File: src/rtl/mem_access_unit.sv
// Load/store stage between execute and a word-addressed data memory: sub-word RMW
// stores, lane extraction/extension for loads. Optional macro: MEM_ACCESS_MISALIGN_TRAP_EN.
module mem_access_unit #(
  parameter int MEM_WORDS = 32,
  parameter int IDX_W     = 5
) (
  input  logic        clock,
  input  logic        reset,
  input  logic        req_valid,
  output logic        req_ready,
  input  logic        req_write,
  input  logic [1:0]  req_size,
  input  logic        req_unsigned,
  input  logic [31:0] req_addr,
  input  logic [31:0] req_wdata,
  output logic        resp_valid,
  output logic [31:0] resp_rdata,
  output logic        resp_error,
  output logic [31:0] mem_addr,
  output logic [31:0] mem_wdata,
  output logic        mem_write,
  output logic        mem_read,
  input  logic [31:0] mem_rdata
);

  typedef enum logic [2:0] {IDLE, RD, RD_WAIT, WR, RESP} state_e;

  state_e      state_q, state_d;
  logic        write_q, write_d;
  logic [1:0]  size_q, size_d;
  logic        uns_q, uns_d;
  logic [1:0]  off_q, off_d;
  logic [15:0] wdata_q, wdata_d;
  logic        err_q, err_d;
  logic [31:0] data_q, data_d;
  logic [31:0] mem_addr_q, mem_addr_d;
  logic [31:0] mem_wdata_q, mem_wdata_d;
  logic        mem_write_q, mem_write_d;
  logic        mem_read_q, mem_read_d;
  logic        resp_valid_q, resp_valid_d;
  logic        resp_error_q, resp_error_d;
  logic [31:0] resp_rdata_q, resp_rdata_d;
  logic        req_err;

  function automatic logic [31:0] extract(input logic [31:0] word, input logic [1:0] size,
                                          input logic [1:0] off, input logic uns);
    logic [31:0] sh;
    logic [31:0] res;
    sh = word >> {off, 3'b000};
    case (size)
      2'b00:   res = uns ? {24'b0, sh[7:0]} : {{24{sh[7]}}, sh[7:0]};
      2'b01:   res = off[1] ? (uns ? {16'b0, word[31:16]} : {{16{word[31]}}, word[31:16]})
                            : (uns ? {16'b0, word[15:0]}  : {{16{word[15]}}, word[15:0]});
      default: res = word;
    endcase
    return res;
  endfunction

  function automatic logic [31:0] merge(input logic [31:0] word, input logic [1:0] size,
                                        input logic [1:0] off, input logic [15:0] wd);
    logic [31:0] res;
    res = word;
    if (size == 2'b00) res[{off, 3'b000} +: 8] = wd[7:0];
    else if (off[1])   res[31:16] = wd;
    else               res[15:0]  = wd;
    return res;
  endfunction

  always_comb begin
    req_err = (req_addr >= 32'(MEM_WORDS * 4)) || (req_size == 2'b11);
`ifdef MEM_ACCESS_MISALIGN_TRAP_EN
    if ((req_size == 2'b01 && req_addr[0]) || (req_size == 2'b10 && req_addr[1:0] != 2'b00))
      req_err = 1'b1;
`endif
  end

  assign req_ready = (state_q == IDLE);

  // NOTE: every variable gets a default before the case so no path leaves one unassigned (no latches).
  always_comb begin
    state_d      = state_q;
    write_d      = write_q;
    size_d       = size_q;
    uns_d        = uns_q;
    off_d        = off_q;
    wdata_d      = wdata_q;
    err_d        = err_q;
    data_d       = data_q;
    mem_addr_d   = mem_addr_q;
    mem_wdata_d  = mem_wdata_q;
    mem_write_d  = 1'b0;
    mem_read_d   = 1'b0;
    resp_valid_d = 1'b0;
    resp_error_d = 1'b0;
    resp_rdata_d = '0;
    case (state_q)
      IDLE: if (req_valid) begin
        write_d    = req_write;
        size_d     = req_size;
        uns_d      = req_unsigned;
        off_d      = req_addr[1:0];
        wdata_d    = req_wdata[15:0];
        err_d      = req_err;
        data_d     = '0;
        if (req_err) begin
          state_d = RESP;
        end else begin
          mem_addr_d = 32'(req_addr[IDX_W+1:2]);
          if (req_write && req_size == 2'b10) begin
            mem_wdata_d = req_wdata;
            mem_write_d = 1'b1;
            state_d     = WR;
          end else begin
            mem_read_d = 1'b1;
            state_d    = RD;
          end
        end
      end
      RD: state_d = RD_WAIT;
      RD_WAIT: begin
        if (!write_q) begin
          data_d  = extract(mem_rdata, size_q, off_q, uns_q);
          state_d = RESP;
        end else begin
          mem_wdata_d = merge(mem_rdata, size_q, off_q, wdata_q);
          mem_write_d = 1'b1;
          state_d     = WR;
        end
      end
      WR: state_d = RESP;
      RESP: begin
        // Response registers are loaded here, so the pulse appears as the unit re-enters IDLE.
        resp_valid_d = 1'b1;
        resp_error_d = err_q;
        resp_rdata_d = data_q;
        state_d      = IDLE;
      end
      default: state_d = IDLE;
    endcase
  end

  // NOTE: sequential state uses non-blocking assignments so all registers update together.
  always_ff @(posedge clock) begin
    if (!reset) begin
      state_q      <= IDLE;
      write_q      <= 1'b0;
      size_q       <= 2'b00;
      uns_q        <= 1'b0;
      off_q        <= 2'b00;
      wdata_q      <= '0;
      err_q        <= 1'b0;
      data_q       <= '0;
      mem_addr_q   <= '0;
      mem_wdata_q  <= '0;
      mem_write_q  <= 1'b0;
      mem_read_q   <= 1'b0;
      resp_valid_q <= 1'b0;
      resp_error_q <= 1'b0;
      resp_rdata_q <= '0;
    end else begin
      state_q      <= state_d;
      write_q      <= write_d;
      size_q       <= size_d;
      uns_q        <= uns_d;
      off_q        <= off_d;
      wdata_q      <= wdata_d;
      err_q        <= err_d;
      data_q       <= data_d;
      mem_addr_q   <= mem_addr_d;
      mem_wdata_q  <= mem_wdata_d;
      mem_write_q  <= mem_write_d;
      mem_read_q   <= mem_read_d;
      resp_valid_q <= resp_valid_d;
      resp_error_q <= resp_error_d;
      resp_rdata_q <= resp_rdata_d;
    end
  end

  assign mem_addr   = mem_addr_q;
  assign mem_wdata  = mem_wdata_q;
  assign mem_write  = mem_write_q;
  assign mem_read   = mem_read_q;
  assign resp_valid = resp_valid_q;
  assign resp_error = resp_error_q;
  assign resp_rdata = resp_rdata_q;

endmodule

File: config.mk
export PLATFORM = sky130hd
export DESIGN_NAME = mem_access_unit
export DESIGN_NICKNAME = d
export VERILOG_FILES = /design/src/rtl/mem_access_unit.sv
export SDC_FILE = /design/constraint.sdc
export NUM_CORES = 1
export LEC_CHECK = 0
export ABC_CLOCK_PERIOD_IN_PS = 1900
export CAP_MARGIN = 20
export CORE_MARGIN = 5
export CORE_UTILIZATION = 43
export DETAILED_ROUTE_END_ITERATION = 12
export GPL_TIMING_DRIVEN = 0
export HOLD_SLACK_MARGIN = 0.05
export PLACE_DENSITY = 0.8
export SLEW_MARGIN = 5
export SYNTH_ARGS = -nofsm -noshare
export SYNTH_HDL_FRONTEND = slang
export SYNTH_SLANG_ARGS = --single-unit
File: constraint.sdc
create_clock -name clock -period 1.9 [get_ports clock]
set_input_delay 0.38 -clock clock [delete_from_list [all_inputs] [get_ports clock]]
set_output_delay 0.38 -clock clock [all_outputs]
set_load 0.05 [all_outputs]
# == Word-level counts from Yosys, hierarchy flattened ==
# Cells that the tools add are included.
# word_totals
register_bits,131
latchBits,0
ram_bits,0
mem_bits_ro,0
inputBits,103
output_inout_bits,101
wordCells,76
n_memories,0
# classes
n_addsub,1
n_mul,0
div,0
magnitude_cmp,1
eq_ne,12
n_shift,3
n_mux,29
bitwise_logic,4
n_reduce_logical,11
# ops
op,count
$mux 32,11
$pmux 32 s2,3
$bwmux 32,1
$ge 32x8->1 const B,1
$mux 16,2
$shift 8x7->32 const A,1
$shiftx 8x7->32,1
$shr 32x5->8,1
$pmux 3 s4,1
$mux 3,3
$ne 2x2->1 const B,4
$neg 5->7,1
$eq 3x2->1 const B,2
$mux 1,6
$reduce_and 3->1,2
$reduce_and 5->1,1
$eq 2x2->1 const B,2
$not 1->1,4
$reduce_and 2->1,2
$reduce_or 4->1,1
$eq 3x1->1 const B,1
$eq 3x3->1 const B,1
$logic_not 3->1,1
$eq 2x1->1 const B,1
7 further kinds,7

# == Longest topological paths before layout ==
# logic_depth
depth_word,6
ltp_mapped,9
depth_no_buf,7

# == Least setup slack after synthesis ==
# OpenSTA, ideal clock, no wires.
# synth_timing
path_type,register to register
from,reg off_q[0]
to,"reg mem_wdata_q[16], in the netlist mem_wdata[16]"
setup_ns,0.072
t_arrival_ns,1.850
required_time_ns,1.828
setup_slack_ns,-0.022
path_stages_with_launch,10
n_path_buf,2
synth_period_minus_slack_ns,1.922
cell_sequence,dfxtp_1 -> buf_2 -> inv_1 -> ha_1 -> nor4bb_1 -> buf_1 -> a221oi_1 -> o21ai_1 -> nand2_1 -> mux2i_1
# synth_via
elab_chain_cells,6
word_cells_on_any_way,7
classes_between,add/sub (1); shift (2); mux (4)
# synth_rtl
item,line_no,source
from (decl),32,"logic [1:0] off_q, off_d;"
from (signal assigned),149,off_q <= 2'b00;
from (signal assigned),165,off_q <= off_d;
$neg 5->7 *,63,"if (size == 2'b00) res[{off, 3'b000} +: 8] = wd[7:0];"
$shiftx 8x7->32 or $shift 8x7->32 (tied branches),63,
$bwmux 32 *,63,
$mux 32 *,63,
$mux 32 *,121,if (!write_q) begin
$pmux 32 s2 *,96,case (state_q)
to (signal assigned),170,mem_wdata_q <= mem_wdata_d;
to (decl),37,"logic [31:0] mem_wdata_q, mem_wdata_d;"
# Every way passes the cells marked *; elsewhere a longest branch is shown, timed or not. The select of a mux whose other input is x is not followed.
# A chain may end at the register's enable or synchronous reset.

# == Worst setup path after layout ==
# layout_timing
from,reg off_q[0]
to,"reg mem_wdata_q[12], in the netlist mem_wdata[12]"
# Same word-level chain as after synthesis.

==> impl_metrics.toml <==
[run_status]
run_status = "complete, but fails checks"
failed_checks = "setup timing"

[clocking]
clock_path_buffers = 2
clk_pin_slew_ns = 0.06
cts_tree = "yes"
cts_sinks = 131
cts_max_level = 4
cts-buffers-inserted = 17
root_buffer = "clkbuf_16"
clk_latency_ns = 0.43
hold_buffers = 0

[synth]
synth_enable_flop_cells = 0
ys_types = 57
yosys-top-cells-area = "dfxtp_1 (39%), nand2_1 (9.2%), mux2i_1 (7.0%), mux2_2 (4.4%), a221oi_1 (4.2%)"
synth_most_common_cell = "nand2_1"
ys_ff_latch = 131
postSynth.asyncResetShare = 0
yosysTopAreaCell = "dfxtp_1"
syn-cell-area_sq_um = 6670
yosysSeqAreaShare = 0.393
synth_ff_type = "dfxtp_1"
synth_common_cells = "nand2_1 (163), dfxtp_1 (131), mux2i_1 (47)"
synth_warnings = 0
synth.avg_cell_area_sq_um = 8.47
netlist_instances = 788
synth_top_area_share = 0.393

[global_routing]
track_usage = 0.239
overflow = 0
grt_pass1_vias = 6609
antenna_found_initial = 0
grt_pass1_wl_um = 34000
grt_max_degree = 17

[placed_design]
place.gp.congestion = 0.947
dpl_cell_area_sq_um = 8760
io_buffers = 175
place_hpwl_um = 16600

[timing]
fin_crit_sh = 1.02
slew_headroom = 0.437
fin_crit_ns = 1.93
rsz0062_at_grt = "true"
fmax_ghz = 0.517
clock_skew_ns = 0.00766
worst_slew_pin_slew_ns = 0.838
finalMaxSlewViolations = 0
finalHoldViolCount = 0
setup_viol = 2
worst_slack_ns = -0.0330

[power_and_ir_drop]
pwr-share-clk = 0.447
cellPowerDensity_nw_per_um2 = 764
combPwrFrac = 0.169
internal_power_mw = 5.35
p_switching_mw = 2.06
p_leak_nw = 4.29
power.total_mw = 7.41
netSwitchingFraction = 0.278
seq_power_share = 0.384
ir_worst_vdd_mv = 0.614

[finish]
final_area_sq_um = 9700
regArea_sq_um = 2640
antennaDiodeCount = 0
synthToLayoutAreaGrowth_pct = 45.3
fin_nets = 1130
drive_gt1_frac = 0.174
multiInputGateArea_sq_um = 3830
nFillCells = 1336

[min_path]
hold_class = "primary input to register"
hp-start = "req_valid"

[floorplanning]
io_pins = 204
initial_core_util = 0.439
rows = 45
die_w_um = 135
die_area_sq_um = 18100
die_h_um = 135
placeableCoreArea_sq_um = 15200

[drt]
drtIter0Drc = 564
viasPerCell = 5.50
wire_per_inst_um = 18.2
drcViolationCount = 0
wl_um = 22200
num_vias = 6724
firstDrtPassIters = 5
drt.antenna.violating_nets = 0

[setup_path]
worstPathMaxFanout = 8
end_kind = "register"
worstReg2RegStart = "off_q[0]"
critPathArrivalTime_ns = 2.28
crit_type = "register to register"
cp-startpoint = "off_q[0]"
startpoint_type = "register"
worstPathRequired_ns = 2.25

[job]
drv.max_cap_violation_count = 0
==> final timing paths <==
kind         cells after the start  slack, ns       endpoint
max                              8      -0.03  mem_wdata[12]
min                              4       0.42     wdata_q[2]
max reg2reg                      8      -0.03  mem_wdata[12]
min reg2reg                      1       0.45     resp_error
==> per-stage QoR <==
step                utilization  hold WS, ns  TNS (ns)  std cells  setup WS (ns)
global placement          0.576        0.435    -34.18       1177         -0.515
CTS                       0.619        0.440   -0.0615       1217        -0.0615
detailed placement        0.576        0.433    -36.67       1177         -0.531
floorplan                     -        0.423         0        814         0.0452
global route              0.638        0.458     -1.58       1223         -0.120
finish                    0.638        0.417   -0.0345       1223        -0.0330
==> worst max-delay path: stages (launching register included) <==
cell and delay [ns]:
dfxtp_4 0.36, buf_6 0.12, clkinvlp_4 0.11, ha_4 0.33, and4b_2 0.35, a221oi_1 0.11, o21ai_1 0.25, nand2_1 0.09
mux2i_1 0.14
==> per-layer routing <==
metal	GRT usage	share of wire	up-vias
met2	0.397	0.47	339
met5	0	0	-
met4	0.0758	0.027	0
met3	0.0633	0.092	60
met1	0.304	0.41	3124
li1	-	-	3201
==> power by group through the flow <==
stage | logic (mW) | clock network, mW | registers, mW
2_1_floorplan | 0.666 | 0 | 2.90
3_5_place_dp | 1.12 | 0 | 2.89
6_report | 1.25 | 3.31 | 2.85
4_1_cts | 1.15 | 3.35 | 2.83
3_3_place_gp | 1.11 | 0 | 2.89
5_1_grt | 1.33 | 3.46 | 2.85
==> sequential cells by signal, indices dropped and copies added, names as in the netlist <==
name        count
mem_read        1
size_q          2
err_q           1
off_q           2
write_q         1
uns_q           1
state_q         3
data_q         32
wdata_q        16
mem_write       1
mem_addr        5
mem_wdata      32
resp_valid      1
resp_error      1
resp_rdata     32
==> placed cells by master, fill, tap and decap left out, drive strengths merged, types with 32 or more instances in the layout <==
cell type and count:
nand2 164, dfxtp 131, clkdlybuf4s50 98, o21ai 79, dlygate4sd2 75, clkbuf 63, buf 59, mux2i 47
a21oi 38, and2 34, mux2 32, a221oi 32
==> area by class of cell <==
class | count | area share
flip-flops and latches | 131 | 0.272
clock inverters | 13 | 0.0156
multi-input cells | 585 | 0.395
inverters | 10 | 0.00490
plain buffers | 84 | 0.0546
repair buffers | 193 | 0.187
well taps | 188 | 0.0243
clock buffers | 19 | 0.0467
==> logic make-up (layout without fill, tap and decap cells) <==
kind of cell / count (synthesis) / in the layout / share of synthesized area
flip-flops: 131 / 131 / 0.393
AND/OR/NAND/NOR: 279 / 279 / 0.202
adder cells (fa/ha/maj): 5 / 5 / 0.00937
buffers and inverters: 98 / 319 / 0.0782
AO/OA/AOI/OAI: 194 / 194 / 0.189
other: 1 / 27 / 0.000562
multiplexers: 80 / 80 / 0.128
==> timing repair <==
| item | 4_1_cts | 5_1_grt |
|---|---|---|
| gates resized for setup | 109 | 57 |
| setup buffers | 9 | 8 |
| pin swaps | 7 | 24 |
| setup endpoints to repair | 136 | 90 |
| gates cloned | 0 | 1 |
Power figures use the tool's default switching activity.
==> RTL edit 1, RTL diff (same flow settings) <==
The parameter `MEM_WORDS` goes from 32 to 16.
--- a/src/rtl/mem_access_unit.sv
+++ b/src/rtl/mem_access_unit.sv
@@ -2,5 +2,5 @@
 // stores, lane extraction/extension for loads. Optional macro: MEM_ACCESS_MISALIGN_TRAP_EN.
 module mem_access_unit #(
-  parameter int MEM_WORDS = 32,
+  parameter int MEM_WORDS = 16,
   parameter int IDX_W     = 5
 ) (
Formal check against the unedited RTL: not equivalent (Yosys sat finds a counterexample within 4 cycles, from zero or initial values and one cycle with reset low).
==> RTL edit 1 against the unedited design <==
The run still ends with setup timing left; via count fell by 1.7%; first-iteration DRC count up 27%; worst setup slack got worse by 270 ps; sequential cell count did not move; critical path depth up 1; clock power is 2% lower; wire length grew 9.1%; power decreased by 2.6%; cell area grew 2.6%; maximum frequency down 12%; area after synthesis shrank 6.7%; synthesized cell count is 14% lower; largest power group unchanged.
==> RTL edit 1: results (changes against the unedited design) <==
Max stage delay on crit path=520 ps (was 360 ps); ranking of synthesized cells by area=dfxtp_1, nand2_1, a221oi_1 (was dfxtp_1, nand2_1, mux2i_1); delay-heaviest family, CP=compound AO/OA/AOI/OAI gates (was simple AND/OR/NAND/NOR gates); slowest CP cell=or4_4 (was dfxtp_4); peak supply drop=623 uV (was 614 uV); DP Area=8380 sq um (was 8760 sq um); Worst Hold Class=in -> reg (unchanged); first-pass GRT wire length=34100 um (was 34000 um); FILL cells=1095 (was 1336); pre-CTS WS=-994 ps (was -531 ps); Seq/Total Area, Yosys=42.1% (was 39.3%); Post-synth top flop=dfxtp_1 (unchanged); Initial DRC Count=718 (was 564); outcome=finished, violations left (unchanged); Finish-stage setup viols=46 (was 2); Arrival @ worst endpoint=2540 ps (was 2280 ps); fraction of layout cells with a size suffix above 1=26.2% (was 17.4%); fin worst setup slack=-307 ps (was -33.0 ps); Commonest cells post-synth=dfxtp_1, nand2_1, clkbuf_1 (was nand2_1, dfxtp_1, mux2i_1); reg2reg end=mem_wdata[6] (was mem_wdata[12]); post-synthesis xor/xnor area fraction=0% (unchanged); Post-Synth Adder-Cell Area=1.00% (was 0.937%); clock skew=11.4 ps (was 7.66 ps); nets@finish=1040 (was 1130); failing checks=setup timing (unchanged); Routed wire per std cell=21.5 um (was 18.2 um); routability congestion estimate=0.926 (was 0.947); buffers added on ports=175 (unchanged); # Post-CTS Setup Buffers=27 (was 9); Hold Path Origin=req_addr[27] (was req_valid); number of global-route vias before repair=6345 (was 6609); final hold slack=416 ps (was 417 ps); CTS resizes=239 (was 109); Hold Path Stages=5 (was 4); clock transition at the registers of the reported paths=60 ps (about the same); H-tree levels=4 (unchanged); Compound-Gate Fraction of Synth Area=25.6% (was 18.9%); total number of vias=6613 (was 6724); worst reg2reg path depth=9 (was 8); post-DP HPWL=16000 um (was 16600 um); hold endpoint=err_q (was wdata_q[2]); Netlist cell types=56 (was 57); Slew Limit Headroom=50.3% (was 43.7%); Worst Setup SP=off_q[1] (was off_q[0]); DRT Pass-1 Iters=7 (was 5); multiplexer area fraction after synthesis=5.58% (was 12.8%); Tot GR Track Use=26.2% (was 23.9%); LEAKAGE=0.00431 uW (was 0.00429 uW)
RTL edit 1: changes by cell type in the layout (fill, tap and decap cells not counted), sizes merged, moves of 19 or more:
cell | before | now
nand2 | 164 | 86
o21ai | 79 | 43
a21oi | 38 | 6
a21boi | 0 | 29
mux2 | 32 | 4
buf | 59 | 84
clkdlybuf4s50 | 98 | 74
dlygate4sd2 | 75 | 96
mux2i | 47 | 28
RTL edit 1: worst max path at each step:
stage | slack (ps) | endpoint
detailed placement | -990 | mem_wdata[20]
floorplan | -380 | mem_wdata[16]
global placement | -1000 | mem_wdata[20]
global route | -380 | mem_wdata[6]
finish | -310 | mem_wdata[6]
CTS | -280 | mem_wdata[26]
RTL edit 1: power breakdown:
group | switching [uW] | internal [uW] | leakage (uW)
clock | 1240 | 2000 | 0.000278
combinational | 664 | 489 | 0.00297
sequential | 51.3 | 2780 | 0.00106
total | 1950 | 5260 | 0.00431
RTL edit 1: per-layer routing:
layer / wire length [um] / GRT usage (%)
met5: 0 / 0
met4: 1070 / 11.2
met3: 2580 / 6.79
met2: 11500 / 43.1
met1: 9140 / 32.5
RTL edit 1: final cells by class:
type | count | area, sq um | area share (%)
Buffer | 81 | 579 | 5.82
Clock buffer | 20 | 457 | 4.59
Clock inverter | 12 | 131 | 1.32
Inverter | 6 | 33.8 | 0.340
Multi-Input combinational cell | 481 | 3890 | 39.1
Sequential cell | 131 | 2630 | 26.4
Tap cell | 184 | 230 | 2.31
Timing Repair Buffer | 214 | 2000 | 20.1
RTL edit 1: through the flow:
stage	total power, uW	cells	TNS [ps]	util (%)
finish	7220	1129	-8480	69.2
global route	7400	1129	-12450	69.2
CTS	7080	1122	-6720	66.8
detailed placement	3770	1063	-50200	58.4
global placement	3760	1063	-48890	58.4
floorplan	3380	704	-12080	-
==> RTL edit 2, RTL diff (same settings) <==
Without the edit above. Take the reset off `wdata_q` and load it in a clocked block of its own.
--- a/src/rtl/mem_access_unit.sv
+++ b/src/rtl/mem_access_unit.sv
@@ -148,5 +148,4 @@
       uns_q        <= 1'b0;
       off_q        <= 2'b00;
-      wdata_q      <= '0;
       err_q        <= 1'b0;
       data_q       <= '0;
@@ -164,5 +163,4 @@
       uns_q        <= uns_d;
       off_q        <= off_d;
-      wdata_q      <= wdata_d;
       err_q        <= err_d;
       data_q       <= data_d;
@@ -177,4 +175,8 @@
   end
 
+  always_ff @(posedge clock) begin
+    wdata_q <= wdata_d;
+  end
+
   assign mem_addr   = mem_addr_q;
   assign mem_wdata  = mem_wdata_q;
Behaviour: no difference found for any inputs over 4 cycles, from zero or initial values and one cycle with reset low; that may be too few to reach the edited logic, so the function may still have changed.
==> RTL edit 2 against the unedited design <==
The run still ends with setup timing left; area after synthesis decreased by 2.4%; power grew 1.7%; hold slack improved by 24 ps; cell area decreased by 0.92%; wire length shrank 3.7%; worst setup slack got worse by 13 ps; clock skew about the same; sequential cell count is the same; largest power group unchanged; highest routed layer unchanged.
==> RTL edit 2: results (changes against the unedited design) <==
Post-Synth Adder-Cell Area=0.960% (was 0.937%); nets@finish=1079 (was 1130); Compound-Gate Fraction of Synth Area=16.3% (was 18.9%); Tot GR Track Use=23.3% (was 23.9%); Initial DRC Count=561 (was 564); initial antenna violation count=0 (unchanged); DRT Pass-1 Iters=5 (unchanged); clk_lat worst skew=430 ps (about the same); FILL cells=1257 (was 1336); clock skew=7.38 ps (was 7.66 ps); delay-heaviest family, CP=buffers and inverters (was simple AND/OR/NAND/NOR gates); Max stage delay on crit path=340 ps (was 360 ps); multiplexer area fraction after synthesis=12.8% (about the same); Finish-stage setup viols=7 (was 2); hold endpoint=data_q[30] (was wdata_q[2]); H-tree levels=4 (unchanged); buffers added on ports=176 (was 175); pre-CTS WS=-507 ps (was -531 ps); Commonest cells post-synth=nand2_1, dfxtp_1, o21ai_0 (was nand2_1, dfxtp_1, mux2i_1); ranking of synthesized cells by area=dfxtp_1, nand2_1, edfxtp_1 (was dfxtp_1, nand2_1, mux2i_1); worst slew pin tran=680 ps (was 838 ps); Arrival @ worst endpoint=2300 ps (was 2280 ps); Netlist cell types=53 (was 57); fraction of layout cells with a size suffix above 1=21.3% (was 17.4%); number of synthesized flops with an enable pin=16 (was 0); post-DP HPWL=15900 um (was 16600 um); first-pass GRT wire length=32500 um (was 34000 um); DR vias/cell=5.39 (was 5.50); outcome=finished, violations left (unchanged); LEAKAGE=0.00427 uW (was 0.00429 uW); post-synthesis xor/xnor area fraction=0% (unchanged); reg-to-reg critical path startpoint=off_q[1] (was off_q[0]); Seq/Total Area, Yosys=42.7% (was 39.3%); final hold slack=441 ps (was 417 ps); final wirelength=21400 um (was 22200 um); Routed wire per std cell=18.3 um (was 18.2 um); Root Buffer=clkbuf_16 (unchanged); peak supply drop=683 uV (was 614 uV); number of global-route vias before repair=6096 (was 6609); worst reg2reg path depth=9 (was 8); failing checks=setup timing (unchanged); routability congestion estimate=0.908 (was 0.947); largest net degree at the start of global routing=24 (was 17); DP Area=8610 sq um (was 8760 sq um); reg2reg end=mem_wdata[19] (was mem_wdata[12]); slowest CP cell=dfxtp_2 (was dfxtp_4); fin worst setup slack=-45.7 ps (was -33.0 ps); Hold Path Stages=2 (was 4); Synth Area per Inst=8.90 sq um (was 8.47 sq um); Worst Hold Class=reg -> reg (was in -> reg)
==> RTL edit 2: area by class of cell <==
cell class	count	area, sq um	area share, %
inverter	12	57.6	0.599
tap	188	235	2.45
timing repair buffer	198	1830	19.1
clock buffer	18	450	4.69
sequential	131	2790	29.0
clock inverter	13	155	1.62
multi-input combinational	538	3610	37.6
buffer	73	470	4.90
==> RTL edit 2: report_power, final <==
group,switching [uW],internal [uW]
combinational,696,564
clock,1230,2130
sequential,64.0,2850
total,1990,5540
==> RTL edit 2: worst max path at each step <==
stage          startpoint             end  slack [ps]
3_3_place_gp        reset  resp_rdata[30]        -460
2_1_floorplan  state_q[1]   mem_wdata[10]          30
4_1_cts          off_q[1]   mem_wdata[31]         -40
3_5_place_dp        reset  resp_rdata[30]        -510
6_report         off_q[1]   mem_wdata[19]         -50
5_1_grt          off_q[1]   mem_wdata[25]        -120
==> RTL edit 2: what timing repair did <==
item                       4_1_cts  5_1_grt
setup endpoints to repair      153       80
buffers inserted                 9       13
cloned                           0        1
pin swaps                       11       29
gates resized for setup        104       67
==> RTL edit 2: kinds of logic (layout without fill, tap and decap cells) <==
logic type / Yosys count / after routing
simple gates: 259 / 259
other cells: 1 / 27
compound gates: 169 / 169
fa+ha+maj: 5 / 5
mux: 78 / 78
flops: 131 / 131
buf+inv: 89 / 314
==> RTL edit 2: worst min-delay path, delay by kind of cell (launching register included) <==
kind / cells / cell delay (ps)
AO/OA/AOI/OAI: 1 / 50
flip-flops: 1 / 300
AND/OR/NAND/NOR: 1 / 50
==> RTL edit 2: per-layer routing <==
metal	part of all wire [%]	up-vias	global-route usage (%)
li1	-	3018	-
met1	39	2900	29.0
met2	48	329	36.7
met3	9.3	65	7.85
met4	3.8	0	10.9
met5	0	-	0
